$ cat src/rtl/eight_to_three_serial_encoder_pkg.sv
// Shared widths, FSM state encoding and bit-count helper for the
// eight-to-three serial encoder.
package eight_to_three_serial_encoder_pkg;

    localparam int IN_W  = 8;
    localparam int IDX_W = 3;

    localparam logic [IN_W-1:0] VEC_ZERO = IN_W'(0);
    localparam logic [IN_W-1:0] VEC_ONE  = IN_W'(1);

    typedef enum logic {
        IDLE = 1'b0,
        EMIT = 1'b1
    } state_t;

    // True when exactly one bit of the vector is set.
    function automatic logic is_single_bit(input logic [IN_W-1:0] vec);
        return (vec != VEC_ZERO) && ((vec & (vec - VEC_ONE)) == VEC_ZERO);
    endfunction

endpackage

$ cat src/rtl/eight_to_three_serial_encoder_bit_index_encoder.sv
// Combinational priority encoder: picks the lowest or highest set bit of
// a vector and flags whether that bit is the only one set.
module bit_index_encoder
    import eight_to_three_serial_encoder_pkg::*;
(
    input  logic [IN_W-1:0]  i_vec,
    input  logic             i_lsb_first,
    output logic [IDX_W-1:0] o_idx,
    output logic             o_single
);

    // Later loop iterations win, so scan order decides which end has priority.
    always_comb begin
        o_idx = IDX_W'(0);
        if (i_lsb_first) begin
            for (int i = IN_W - 1; i >= 0; i--) begin
                o_idx = i_vec[i] ? IDX_W'(i) : o_idx;
            end
        end else begin
            for (int i = 0; i < IN_W; i++) begin
                o_idx = i_vec[i] ? IDX_W'(i) : o_idx;
            end
        end
    end

    assign o_single = is_single_bit(i_vec);

endmodule

$ cat src/rtl/eight_to_three_serial_encoder.sv
// Serialises every set bit of an accepted 8-bit vector into one 3-bit
// index beat, with valid/ready handshakes on both sides.
module eight_to_three_serial_encoder
    import eight_to_three_serial_encoder_pkg::*;
#(
    parameter bit LSB_FIRST = 1'b1
) (
    input  logic             clk,
    input  logic             rst,
    input  logic             in_valid,
    output logic             in_ready,
    input  logic [IN_W-1:0]  inp,
    output logic             out_valid,
    input  logic             out_ready,
    output logic [IDX_W-1:0] out,
    output logic             out_last,
    output logic             zero_err,
    output logic             busy
);

    state_t            r_state;
    state_t            w_state_next;
    logic [IN_W-1:0]   r_pending;
    logic [IN_W-1:0]   w_pending_next;
    logic              r_zero_err;
    logic              w_zero_err_next;
    logic [IDX_W-1:0]  w_idx;
    logic              w_single;
    logic              w_emit;
    logic [IN_W-1:0]   w_clear_mask;

    bit_index_encoder u_bit_index_encoder (
        .i_vec       (r_pending),
        .i_lsb_first (LSB_FIRST),
        .o_idx       (w_idx),
        .o_single    (w_single)
    );

    assign w_emit       = (r_state == EMIT);
    assign w_clear_mask = VEC_ONE << w_idx;

    assign out_valid = w_emit;
    assign busy      = w_emit;
    assign out       = w_emit ? w_idx : IDX_W'(0);
    assign out_last  = w_emit & w_single;
    assign in_ready  = w_emit ? (w_single & out_ready) : 1'b1;
    assign zero_err  = r_zero_err;

    // State, pending vector and zero-error pulse registers.
    always_ff @(posedge clk or posedge rst) begin
        if (rst) begin
            r_state    <= IDLE;
            r_pending  <= VEC_ZERO;
            r_zero_err <= 1'b0;
        end else begin
            r_state    <= w_state_next;
            r_pending  <= w_pending_next;
            r_zero_err <= w_zero_err_next;
        end
    end

    // Next-state logic; a last-beat handoff reloads pending without a bubble.
    always_comb begin
        w_state_next    = r_state;
        w_pending_next  = r_pending;
        w_zero_err_next = 1'b0;
        case (r_state)
            IDLE: begin
                if (in_valid) begin
                    if (inp != VEC_ZERO) begin
                        w_pending_next = inp;
                        w_state_next   = EMIT;
                    end else begin
                        w_zero_err_next = 1'b1;
                    end
                end else begin
                    w_state_next = IDLE;
                end
            end
            EMIT: begin
                if (out_ready) begin
                    if (w_single) begin
                        if (in_valid && (inp != VEC_ZERO)) begin
                            w_pending_next = inp;
                            w_state_next   = EMIT;
                        end else begin
                            w_pending_next  = VEC_ZERO;
                            w_state_next    = IDLE;
                            w_zero_err_next = in_valid;
                        end
                    end else begin
                        w_pending_next = r_pending & ~w_clear_mask;
                    end
                end else begin
                    w_pending_next = r_pending;
                end
            end
            default: begin
                w_state_next   = IDLE;
                w_pending_next = VEC_ZERO;
            end
        endcase
    end

endmodule

$ cat config.mk
export PLATFORM = sky130hd
export DESIGN_NAME = eight_to_three_serial_encoder
export DESIGN_NICKNAME = d
export VERILOG_FILES = /design/src/rtl/eight_to_three_serial_encoder_pkg.sv /design/src/rtl/eight_to_three_serial_encoder_bit_index_encoder.sv /design/src/rtl/eight_to_three_serial_encoder.sv
export SDC_FILE = /design/constraint.sdc
export NUM_CORES = 1
export LEC_CHECK = 0
export ABC_AREA = 1
export CAP_MARGIN = 25
export CORE_AREA = 2 2 44 46
export DETAILED_ROUTE_END_ITERATION = 7
export DIE_AREA = 0 0 46 48
export GPL_ROUTABILITY_DRIVEN = 0
export PLACE_DENSITY_LB_ADDON = 0.08
export SYNTH_ARGS = -nofsm -noshare
export SYNTH_HDL_FRONTEND = slang
export SYNTH_SLANG_ARGS = --single-unit
$ cat constraint.sdc
create_clock -name clk -period 3.2 [get_ports clk]
set_input_delay 0.64 -clock clk [delete_from_list [all_inputs] [get_ports clk]]
set_output_delay 0.64 -clock clk [all_outputs]
set_load 0.02 [all_outputs]
# After elaboration in Yosys (flattened, before gate mapping)
# Index checks and enable logic that the tools add are counted.
[word_totals]
rom_bits = 0
register_bits = 10
latch_bits = 0
inputBits = 12
mem_count = 0
ram_bits = 0
out_inout_bits = 8
[op_classes]
eq_ne = 3
bitwise_logic = 6
div_mod_pow = 0
n_reduce_logical = 6
shifts = 1
n_lt_le_gt_ge = 0
n_mul = 0
mux = 28
add_sub_neg = 1
[ops]
columns = ["op", "count"]
rows = [
  ["$mux W8", 5],
  ["$mux W3", 9],
  ["$and A8 B8 Y8", 2],
  ["$pmux W8 S2", 1],
  ["$reduce_bool A8 Y1", 2],
  ["$mux W1", 11],
  ["$logic_not A8 Y1", 1],
  ["$not A8 Y8", 1],
  ["$shl A1 B3 Y8 const A", 1],
  ["$sub A8 B1 Y8 const B", 1],
  ["$ne A2 B2 Y1 const B", 3],
  ["$pmux W1 S2", 2],
  ["$reduce_and A3 Y1", 1],
  ["$and A1 B1 Y1", 2],
  ["$logic_and A1 B1 Y1", 2],
  ["$not A1 Y1", 1],
]

# Logic depth before layout (Yosys ltp)
[logic_depth]
ltp_word = 14
ltp_mapped = 12
mapped_depth_nobuf = 12

# By module
# A second synthesis with hierarchy kept.
[hier_totals]
cells_unflattened = 135
area_unflattened_um2 = 880.8
[modules_own_cells]
columns = ["module", "cells_each", "area_per_inst_um2", "instances"]
rows = [
  ["eight_to_three_serial_encoder", 86, 664.4, 1],
  ["bit_index_encoder", 49, 216.5, 1],
]

# Worst setup path before layout
# Ideal clock, no wire load.
[synth_timing]
path_type = "register to output"
startpoint = "register r_pending[2]"
endpoint = "output in_ready"
path_slack_ns = 1.291
t_required_ns = 2.560
path_stages_with_launch = 8
t_arrival_ns = 1.269
path_cell_list = "dfrtp_1 nor2_4 nand2_2 a21oi_4 nand3_4 nand2_2 inv_2 nor2_2"
[synth_via]
elab_chain_cells = 6
word_cells_on_any_way = 7
classes_between = "add/sub (1); mux (1); bitwise (2); reduce/logical (3)"
[synth_lines]
columns = ["element", "line_no", "rtl"]
rows = [
  ["start: declaration", "eight_to_three_serial_encoder.sv:23", "logic [IN_W-1:0] r_pending;"],
  ["start signal: assignment", "eight_to_three_serial_encoder.sv:57", "r_pending <= w_pending_next;"],
  ["$sub A8 B1 Y8", "eight_to_three_serial_encoder_pkg.sv:18", "return (vec != VEC_ZERO) && ((vec & (vec - VEC_ONE)) == VEC_ZERO);"],
  ["$and A8 B8 Y8", "eight_to_three_serial_encoder_pkg.sv:18", ""],
  ["$logic_not A8 Y1", "eight_to_three_serial_encoder_pkg.sv:18", ""],
  ["$logic_and A1 B1 Y1 (*)", "eight_to_three_serial_encoder_pkg.sv:18", ""],
  ["$and A1 B1 Y1 (*)", "eight_to_three_serial_encoder.sv:46", "assign in_ready = w_emit ? (w_single & out_ready) : 1'b1;"],
  ["$mux W1 (*)", "eight_to_three_serial_encoder.sv:46", ""],
  ["end: declaration", "eight_to_three_serial_encoder.sv:11", "output logic in_ready,"],
]
# Every way passes the cells marked *; elsewhere a longest branch is shown, timed or not.

# Final worst setup path
[layout_timing]
startpoint = "register r_pending[4]"
endpoint = "output in_ready"
# Same word-level chain as after synthesis.

==> flow_metrics.tcl <==
set metrics [dict create \
    cts_repair_resize_count 0 \
    syn_area_um2 848 \
    core_um2 1690 \
    synth_nets 139 \
    drive_above_1_share_pct 14.4 \
    clk_path_buf_depth 2 \
    cts_setup_buffers 0 \
    num_io_pins 20 \
    cts.hold.buffers_added 0 \
    max-slew-margin-rel_pct 62.2 \
    hold_viol_final 0 \
    syn_to_final_growth_pct 24.9 \
    power_density_nw_per_um2 1180 \
    syn_avg_cell_area_um2 6.68 \
    fin_skew_ps 3.98 \
    startpoint_type "flop" \
    ys_types 21 \
    clock-root-buffer "clkbuf_4" \
    max-cap-violations 0 \
    ant_nets 0 \
    p_total_uw 1250 \
    rsz0062_at_grt "no" \
    grt_usage_pct 19.9 \
    antenna_found_initial 0 \
    clock_latency_ps 260 \
    layout_commonest_cell "nand2_1" \
    fin_nets 160 \
    dp_hpwl_um 1550 \
    grt_max_degree 15 \
    grt_pass1_vias 763 \
    finalSetupViolCount 0 \
    peakVddDrop_uv 671 \
    die_area_um2 2210 \
    synth.yosys.warnings 0 \
    numCtsBuffers 3 \
    cts_htree_levels 1 \
    dieWidth_um 46 \
    route.vias.total 828 \
    ys_ff_latch 10 \
    first_pass_iters 4 \
    hold_class "reg -> reg" \
    initialDrtViolationCount 15 \
    clk_pin_slew_ps 70 \
    dp_cells 160 \
    diodes 0 \
    crit_required_ps 2560 \
    drt-total-wl_um 1850 \
    layout_common_cells "nand2_1, clkdlybuf4s50_1, nand3_1" \
    yosysSeqAreaShare_pct 29.5 \
    p_leak_uw 0.000553 \
    fmax_mhz 358 \
    whs_ps 538 \
    vias_per_cell 5.08 \
    crit_fanout 7 \
    setup_tns_ps 0 \
    start_util_pct 50.2 \
    port-buffer-count 19 \
    std_cell_rows 15 \
    cp.arrival_ps 2150 \
    clock_sinks 10 \
    grt_first_pass_wirelength_um 3140 \
    layout.cells.non_filler 163 \
    tightest_slew_ps 568 \
    slew_viol_final 0 \
    drc_errors 0 \
    cts_tree "done" \
    wl_per_cell_um 11.3 \
    overflow 0 \
    syn_inst 127 \
    period_minus_slack_ps 2790 \
    end_kind "output pin" \
    die_h_um 48 \
    status "complete, no violations" \
    fin_crit_sh_pct 87.3 \
    critPathKind "reg -> out" \
]
-- logic make-up after synthesis --
logic type	Yosys count	synth area share, %
AO/OA/AOI/OAI	6	8.41
AND/OR/NAND/NOR	91	51.8
flip-flops	10	29.5
buffers and inverters	20	10.3
-- synth_stat cells --
cell type,instances,area (um2)
a21oi_1,1,5.00
o21ai_4,2,32.5
buf_4,3,22.5
inv_1,15,56.3
nand3b_1,1,7.51
a21oi_2,1,8.76
inv_2,1,3.75
nor2_4,3,33.8
nand4_1,1,6.26
a21oi_4,1,16.3
dfrtp_1,10,250
o21ai_2,1,8.76
nor2_1,13,48.8
nand2_2,3,18.8
nand2_4,3,33.8
nor2_2,1,6.26
nand3_4,1,17.5
nor3_1,1,5.00
nand3_1,17,85.1
nand2_1,47,176
clkinv_2,1,5.00
-- critical path: stages, from the launching register on --
cell             delay [ps]
dfrtp_1                 450
nor2_4                  190
nand2_2                  80
o21ai_4                 180
nand3_4                 140
nand2_2                  90
inv_2                    60
nor2_2                   90
clkdlybuf4s50_1         620
-- flip-flops by register name, indices dropped and copies added (netlist names) --
| name | count |
|---|---|
| busy | 1 |
| r_pending | 8 |
| zero_err | 1 |
-- stage by stage --
step	util (%)	setup WS (ps)	area, um2
finish	62.7	408	1060
global route	62.7	267	1060
CTS	62.7	381	1060
detailed placement	61.4	631	1040
global placement	61.4	636	1040
floorplan	-	1290	848
-- cell type report --
cell class	count	area (um2)
Multi-Input combinational cell	97	510
Inverter	17	65.1
Fill cell	183	629
Clock buffer	3	22.5
Tap cell	17	21.3
Sequential cell	10	250
Timing Repair Buffer	19	190
-- routing by layer --
layer  track usage (%)  wire [um]  vias to the layer above
li1                  -          -                      436
met1              25.6        853                      375
met2              34.2        911                       15
met3              2.64         68                        2
met4              6.86         12                        0
met5                 0          0                        -
-- worst paths after layout --
| path | cells past startpoint | slack [ps] | end | start |
|---|---|---|---|---|
| setup / recovery | 8 | 410 | in_ready | r_pending[4]$_DFFE_PP0P_ |
| hold / removal | 2 | 540 | r_pending[6]$_DFFE_PP0P_ | r_pending[6]$_DFFE_PP0P_ |
| setup reg to reg | 7 | 1350 | r_pending[4]$_DFFE_PP0P_ | busy$_DFF_PP0_ |
| hold reg to reg | 2 | 540 | r_pending[6]$_DFFE_PP0P_ | r_pending[6]$_DFFE_PP0P_ |
| max in group asynchronous | 2 | 2250 | r_pending[4]$_DFFE_PP0P_ | rst |
| min in group asynchronous | 2 | 660 | busy$_DFF_PP0_ | rst |
-- power by group --
group,switching [uW],internal [uW]
registers,70.9,171
logic,563,360
clock network,41.6,43.4
total,675,574
No activity file was read; power rests on OpenSTA's default activity.
==> edit, RTL diff (config.mk and constraints unchanged) <==
Make the reset (`rst`) synchronous in one clocked block.
--- a/src/rtl/eight_to_three_serial_encoder.sv
+++ b/src/rtl/eight_to_three_serial_encoder.sv
@@ -49,3 +49,3 @@
     // State, pending vector and zero-error pulse registers.
-    always_ff @(posedge clk or posedge rst) begin
+    always_ff @(posedge clk) begin
         if (rst) begin
Formal check against the unedited RTL: differs if rst is asserted again (counterexample within 4 cycles, from zero or initial values and one cycle with rst high); with rst held inactive, the same outputs for 10 cycles.
==> edit against the original RTL <==
Worst setup slack gained 170 ps; routed wire length shrank 6.9%; synthesized cell count is 3.9% lower; critical path depth unchanged; final area is 5.0% lower; final cell count is 2.5% lower; clock skew is essentially flat; global-route usage shrank 1.7 points; via count down 2.3%; sequential cell count did not move; register-to-register slack improved by 410 ps; area after synthesis is 7.1% lower.
Power is not compared: it rests on default switching activity, and its combinational part moved more than twofold at a synthesized area within 25%.
==> edit: results (changes against the original RTL) <==
Status - finished, final reports clean
Reg2Reg Launch Point - r_pending[0]
Vias in the first global route - 666 (-13%)
Total GRT Usage - 0.1822 (-0.01666)
CTS Buf Count - 3 (unchanged)
CP arrival - 1990 ps (-160 ps)
DR pass1 iterations - 5 (+1)
Area contributors post-synth - dfxtp_1 25%, nand3_1 15%, nand2_1 12%, inv_1 7.6%, a21oi_1 6.3%
Detailed Place HPWL - 1363 um (-12%)
CP Max Fanout - 6 (-1)
DP Worst Slack - 615.1 ps (-16.21 ps)
Cell variety after synth - 23 (+9.5%)
Root Driver - clkbuf_4
DR WL/cell - 10.81 um (-4.5%)
Initial Utilization - 0.4667 (-0.03556)
Final Skew - 3.979 ps (+0.002470 ps)
Layout net count - 156 (-2.5%)
Post-CTS sizing - 0 (unchanged)
R2R depth - 13 (+6)
Layout cells sized above 1 - 0.1620 (+0.01814)
Syn Nets - 134 (-3.6%)
First-pass GRT wire length - 2829 um (-9.9%)
Worst Min Path Start - r_pending[7]
Yosys top cell by area - dfxtp_1
Top cells by count, synth - 25 x nand2_1, 23 x nand3_1, 16 x inv_1
Largest net degree at the start of global routing - 13 (-2)
Max_slew headroom - 0.7449 (+0.1234)
Number of DRC markers in iteration 0 - 26 (+11)
Ys async rst share - 0 (-1.000)
Seq/Total Area, Yosys - 0.2540 (-0.04102)
Hold Path Class - flop to flop
DR vias - 809 (-2.3%)
-- edit: cell count changes in the layout (fill, tap and decap cells not counted), moves of 6 or more --
cell,delta
a21oi_1,+9
dfrtp_1,-10
dfxtp_1,+10
nand2_1,-22
nand3_1,+6
-- edit: area by class of cell --
class	instances	area, sq um
clock buffer	3	22.52
fill	167	681.9
inverter	19	71.32
multi-input combinational	90	494.2
sequential	10	200.2
tap	17	21.27
timing repair buffer	20	197.7
-- edit: worst max-delay path, cell delays in order (launching register included) --
cell	delay (ps)
dfxtp_1	380
nor2_4	170
nand3_1	120
nand2_1	90
inv_2	60
nor2_8	130
nand3_4	80
nand2_4	80
clkdlybuf4s50_1	600
-- edit: worst paths after layout --
check            endpoint  slack [ps]
min reg2reg  r_pending[7]         500
min          r_pending[7]         500
max reg2reg  r_pending[5]        1760
max              in_ready         570
-- edit: cell families after synthesis --
kind of cell,Yosys count,synth area share
and+or+nand+nor,75,0.5143
AOI/OAI and AO/OA,15,0.1127
DFF,10,0.2540
buffers and inverters,22,0.1190
-- edit: where the power goes --
| part | switching, W | leakage [nW] | internal (W) |
|---|---|---|---|
| combinational | 0.000121 | 0.375 | 0.0000840 |
| clock | 0.0000458 | 0.0138 | 0.0000434 |
| sequential | 0.0000121 | 0.0825 | 0.000136 |
-- edit: per-stage QoR --
| stage | std cells | instance area (sq um) |
|---|---|---|
| finish | 159 | 1007 |
| floorplan | 122 | 788.3 |
| global route | 159 | 1007 |
| CTS | 159 | 1007 |
| global placement | 156 | 984.7 |
| detailed placement | 156 | 984.7 |
-- edit: metal layers --
layer,wire length [um],part of all wire,global-route usage
met1,872,0.51,0.2477
met2,771,0.45,0.2778
met3,63,0.037,0.04528
met5,0,0,0
met4,12,0.0070,0.06857
